[config.mk]
export PLATFORM = sky130hd
export DESIGN_NAME = multicycle_controller
export DESIGN_NICKNAME = d
export VERILOG_FILES = /design/src/rtl/multicycle_controller.sv
export SDC_FILE = /design/constraint.sdc
export NUM_CORES = 1
export LEC_CHECK = 0
export CAP_MARGIN = 30
export CORE_MARGIN = 5
export CORE_UTILIZATION = 37
export DETAILED_ROUTE_END_ITERATION = 12
export PLACE_DENSITY_LB_ADDON = 0.05
export SLEW_MARGIN = 15
export SYNTH_ARGS = -nofsm -noshare
export SYNTH_HDL_FRONTEND = slang
export SYNTH_SLANG_ARGS = --single-unit
[constraint.sdc]
create_clock -name clk -period 2.1 [get_ports clk]
set_input_delay 0.42 -clock clk [delete_from_list [all_inputs] [get_ports clk]]
set_output_delay 0.42 -clock clk [all_outputs]
set_load 0.01 [all_outputs]
[src/rtl/multicycle_controller.sv]
// Main control FSM for the multicycle RV32I core: Moore state machine plus
// combinational ALU and immediate-type decoders driving the shared datapath.
module multicycle_controller (
   input  logic       clk,
   input  logic       reset_n,
   input  logic [6:0] op,
   input  logic [2:0] funct3,
   input  logic       funct7b5,
   input  logic       zero,
   output logic       pcwrite,
   output logic       adrsrc,
   output logic       memwrite,
   output logic       irwrite,
   output logic [1:0] resultsrc,
   output logic [1:0] alusrca,
   output logic [1:0] alusrcb,
   output logic [2:0] alucontrol,
   output logic       regwrite,
   output logic [1:0] immsrc,
   output logic       illegal
);

   localparam logic [6:0] OP_LW   = 7'b0000011;
   localparam logic [6:0] OP_SW   = 7'b0100011;
   localparam logic [6:0] OP_R    = 7'b0110011;
   localparam logic [6:0] OP_I    = 7'b0010011;
   localparam logic [6:0] OP_BEQ  = 7'b1100011;
   localparam logic [6:0] OP_JAL  = 7'b1101111;

   typedef enum logic [3:0] {
      FETCH, DECODE, MEMADR, MEMREAD, MEMWB, MEMWRITE,
      EXECUTER, EXECUTEI, ALUWB, BEQ, JAL
   } state_t;

   state_t     state, state_next;
   logic       pcupdate, branch;
   logic [1:0] aluop;

   always_ff @(posedge clk or negedge reset_n) begin
      if (!reset_n) state <= FETCH;
      else          state <= state_next;
   end

   always_comb begin
      state_next = FETCH;
      pcupdate   = 1'b0;
      branch     = 1'b0;
      aluop      = 2'b00;
      adrsrc     = 1'b0;
      memwrite   = 1'b0;
      irwrite    = 1'b0;
      resultsrc  = 2'b00;
      alusrca    = 2'b00;
      alusrcb    = 2'b00;
      regwrite   = 1'b0;
      illegal    = 1'b0;
      case (state)
         FETCH: begin
            irwrite    = 1'b1;
            alusrcb    = 2'b10;
            resultsrc  = 2'b10;
            pcupdate   = 1'b1;
            state_next = DECODE;
         end
         DECODE: begin
            // ALU computes OldPC + imm here so beq has its target ready in ALUOut
            alusrca = 2'b01;
            alusrcb = 2'b01;
            case (op)
               OP_LW, OP_SW: state_next = MEMADR;
               OP_R:         state_next = EXECUTER;
               OP_I:         state_next = EXECUTEI;
               OP_BEQ:       state_next = BEQ;
               OP_JAL:       state_next = JAL;
               default: begin
                  illegal    = 1'b1;
                  state_next = FETCH;
               end
            endcase
         end
         MEMADR: begin
            alusrca    = 2'b10;
            alusrcb    = 2'b01;
            state_next = (op == OP_SW) ? MEMWRITE : MEMREAD;
         end
         MEMREAD: begin
            adrsrc     = 1'b1;
            state_next = MEMWB;
         end
         MEMWB: begin
            resultsrc  = 2'b01;
            regwrite   = 1'b1;
            state_next = FETCH;
         end
         MEMWRITE: begin
            adrsrc     = 1'b1;
            memwrite   = 1'b1;
            state_next = FETCH;
         end
         EXECUTER: begin
            alusrca    = 2'b10;
            aluop      = 2'b10;
            state_next = ALUWB;
         end
         EXECUTEI: begin
            alusrca    = 2'b10;
            alusrcb    = 2'b01;
            aluop      = 2'b10;
            state_next = ALUWB;
         end
         ALUWB: begin
            regwrite   = 1'b1;
            state_next = FETCH;
         end
         BEQ: begin
            alusrca    = 2'b10;
            aluop      = 2'b01;
            branch     = 1'b1;
            state_next = FETCH;
         end
         JAL: begin
            // PC <= ALUOut (target from DECODE); ALU forms OldPC + 4 as link value
            alusrca    = 2'b01;
            alusrcb    = 2'b10;
            pcupdate   = 1'b1;
            state_next = ALUWB;
         end
         default: state_next = FETCH;
      endcase
   end

   assign pcwrite = pcupdate | (branch & zero);

   always_comb begin
      case (op)
         OP_SW:   immsrc = 2'b01;
         OP_BEQ:  immsrc = 2'b10;
         OP_JAL:  immsrc = 2'b11;
         default: immsrc = 2'b00;
      endcase
   end

   always_comb begin
      alucontrol = 3'b000;
      case (aluop)
         2'b01: alucontrol = 3'b001;
         2'b10: begin
            case (funct3)
               3'b000:  alucontrol = (op[5] & funct7b5) ? 3'b001 : 3'b000;
               3'b010:  alucontrol = 3'b101;
               3'b110:  alucontrol = 3'b011;
               3'b111:  alucontrol = 3'b010;
               default: alucontrol = 3'b000;
            endcase
         end
         default: alucontrol = 3'b000;
      endcase
   end

endmodule
==> impl_metrics.env <==
export IMPL_cp_end_kind="output pin"
export IMPL_fin_cells=141
export IMPL_status="complete, no violations"
export IMPL_cp_data_required_time_ns=1.68
export IMPL_relSlewSlack_pct=77.0
export IMPL_dr_max_layer_used="met4"
export IMPL_p_int_uw=375
export IMPL_r2r_start="state[0]"
export IMPL_routabilityCongestion=0.786
export IMPL_tightest_slew_ns=0.340
export IMPL_synth_top_area_share_pct=18.2
export IMPL_synth_avg_cell_area_um2=7.24
export IMPL_dpl_hpwl_mm=1.47
export IMPL_start_kind="flip-flop"
export IMPL_drt_pass1_iter_count=4
export IMPL_synth_area_top_cells="dfrtp_1, nand2b_1, nor3_1"
export IMPL_numCtsBuffers=3
export IMPL_design_power_total_uw=641
export IMPL_grt_pass1_vias=741
export IMPL_synth_edff_count=0
export IMPL_drt_initial_drc_count=17
export IMPL_worst_skew_pair_late_latency_ns=0.24
export IMPL_cpPeakStageDelay_ns=0.40
export IMPL_drc=0
export IMPL_regMostFlops="state"
export IMPL_peakVddDrop_uv=541
export IMPL_grt_usage_pct=16.7
export IMPL_fmax_mhz=487
export IMPL_chipHeight_um=48.6
export IMPL_crit_family="simple AND/OR/NAND/NOR gates"
export IMPL_clk_path_buf_depth=2
export IMPL_synthFlopType="dfrtp_1"
export IMPL_rows=14
export IMPL_wl_met2_um=998
export IMPL_setup_violations=0
export IMPL_fillers=123
export IMPL_antenna_found_initial=0
export IMPL_worstPathBufferInverterCount=3
export IMPL_initial_utilization_pct=37.9
export IMPL_p_sw_uw=266
export IMPL_whs_ns=0.388
export IMPL_hold_viol=0
export IMPL_fin_setup_tns_ns=0
export IMPL_combPwrFrac_pct=68.4
export IMPL_netlist_instances=76
export IMPL_drive_above_1_share_pct=40.8
export IMPL_top_regs="state x4"
export IMPL_synth_top_area_cell="dfrtp_1"
export IMPL_cp_cell_sequence="nand2b_4 > or2_4 > buf_6 > inv_2 > ha_4 > a31oi_1 > nor2_1 > buf_2"
export IMPL_cts_root_buffer="clkbuf_4"
export IMPL_cts_sinks=4
export IMPL_met3_length_um=113
export IMPL_cts_htree_levels=1
export IMPL_grt_pass1_wl_mm=3.20
export IMPL_worstRegToRegCells=4
export IMPL_ys_seq_area_share_pct=18.2
export IMPL_wl_per_cell_um=13.4
export IMPL_routed_wl_mm=1.89
export IMPL_ys_seq_elements=4
export IMPL_slew_violations=0
export IMPL_p_leak_nw=0.532
export IMPL_num_vias=732
export IMPL_final_nets=143
export IMPL_grt_max_degree=14
export IMPL_arrival_ns=1.63
export IMPL_netlist_area_um2=551
export IMPL_cp_depth=8
export IMPL_largest_register_ffs=4
export IMPL_path_clk_slew_ns=0.04
export IMPL_area_delta_synth_final_pct=95.5
export IMPL_fin_crit_sh_pct=97.8
export IMPL_synth_warnings=0
export IMPL_n_antenna_cell=0
export IMPL_placed_cells_incl_taps=134
export IMPL_power_density_nw_per_um2=596
export IMPL_grt_overflow=0
export IMPL_die_area_um2=2360
export IMPL_wl_met1_um=756
export IMPL_fin_skew_ns=0.00787
export IMPL_yosysMostFrequentCell="nand2_1"
export IMPL_seq_power_share_pct=16.0
export IMPL_clock_power_share_pct=15.6
export IMPL_ctsHoldBuffers=0
export IMPL_synth_cell_types=35
export IMPL_synthesis_nets=92
export IMPL_crit_end="alucontrol[0]"
export IMPL_reg2reg_to="state[1]"
export IMPL_antenna_left=0
export IMPL_period_needed_ns=2.05
export IMPL_critical_path_class="flip-flop to output pin"
export IMPL_die_w_um=48.6
export IMPL_io_pins=31
export IMPL_cts_tree="built"
export IMPL_async_flop_share_pct=100
export IMPL_drv_cap=0
export IMPL_switching_share_pct=41.5
export IMPL_crit_path_max_fanout=4
export IMPL_vias_per_cell=5.19
export IMPL_portBuffers=30
export IMPL_crit_slowest_cell="dfrtp_1"
export IMPL_core_area_um2=1450
export IMPL_hp_class="input pin to async pin"
export IMPL_rrSetupSlack_ns=0.70
export IMPL_crit_path_start="state[1]"
export IMPL_synthTopCellsByCount="nand2_1, nor2_1, nor3_1, nand2b_1"
-- cell families after synthesis --
family                     synth area share, %
and+or+nand+nor                           45.5
xor gates and xnor gates                  1.59
AOI/OAI and AO/OA                         21.8
buffers and inverters                     8.41
adders and majority gates                 4.54
DFF                                       18.2
-- layout make-up --
| cell class | count | area (um2) | share of cell area [%] |
|---|---|---|---|
| inverters | 5 | 18.8 | 1.74 |
| multi-input cells | 62 | 488 | 45.3 |
| flip-flops and latches | 4 | 100 | 9.30 |
| clock buffers | 3 | 22.5 | 2.09 |
| well taps | 16 | 20.0 | 1.86 |
| repair buffers | 51 | 427 | 39.7 |
-- layer usage --
layer / up-vias / track usage, %
met4: 0 / 5.38
met5: - / 0
met3: 4 / 5.83
met2: 22 / 30.0
li1: 370 / -
met1: 336 / 17.9
-- worst min path at each step --
| stage | start | end | slack (ns) | cells after the start |
|---|---|---|---|---|
| finish | reset_n | state[0] | 0.39 | 1 |
| global route | reset_n | state[0] | 0.40 | 1 |
| CTS | reset_n | state[0] | 0.39 | 1 |
| detailed placement | state[3] | state[0] | 0.59 | 2 |
| global placement | state[2] | state[2] | 0.59 | 2 |
| floorplan | reset_n | state[0] | 0.12 | 0 |
-- per-stage QoR --
| stage | cell area [um2] | worst slack (ns) | utilization [%] |
|---|---|---|---|
| finish | 1080 | 0.0472 | 74.0 |
| global route | 1080 | -0.0122 | 74.0 |
| CTS | 1020 | 0.000675 | 70.3 |
| detailed placement | 971 | -0.397 | 66.8 |
| global placement | 971 | -0.333 | 66.8 |
| floorplan | 551 | 0.116 | - |
-- worst reg2reg max path, stage by stage, from the launching register on --
cell and delay, ns:
dfrtp_1 0.40, buf_4 0.19, nor4b_1 0.38, a21boi_1 0.20
o32a_1 0.15
-- cell usage in the layout, fill, tap and decap left out, drive strengths merged --
| master | instances |
|---|---|
| ha | 2 |
| o22a | 1 |
| o21ai | 2 |
| a31o | 1 |
| nor4b | 1 |
| clkdlybuf4s50 | 8 |
| xnor2 | 1 |
| a211oi | 1 |
| nor3b | 1 |
| nor2 | 7 |
| nand2b | 5 |
| or2 | 1 |
| buf | 26 |
| a311oi | 1 |
| a21o | 2 |
| dlygate4sd2 | 12 |
| nor3 | 7 |
| a31oi | 1 |
| nand2 | 8 |
| nand3b | 1 |
| inv | 5 |
| nor2b | 4 |
| a21boi | 1 |
| clkbuf | 4 |
| o32a | 1 |
| nand3 | 2 |
| dfrtp | 4 |
| o21a | 1 |
| nor4 | 5 |
| clkdlybuf4s15 | 2 |
| a21oi | 3 |
| and2 | 1 |
| dlymetal6s2s | 2 |
| a22o | 1 |
-- what timing repair did --
action / 4_1_cts / 5_1_grt
setup endpoints to repair: 16 / 6
pin swaps: 4 / 4
gates cloned: 0 / 0
endpoints found under the hold margin: 0 / 0
buffers inserted: 2 / 2
resized for setup: 45 / 15
-- power groups by stage --
stage	clock, mW	combinational [mW]	sequential [mW]
4_1_cts	0.105	0.441	0.102
3_5_place_dp	0	0.480	0.0975
2_1_floorplan	0	0.221	0.0999
6_report	0.100	0.438	0.103
3_3_place_gp	0	0.471	0.0968
5_1_grt	0.111	0.484	0.104
(Power assumes the default switching activity.)
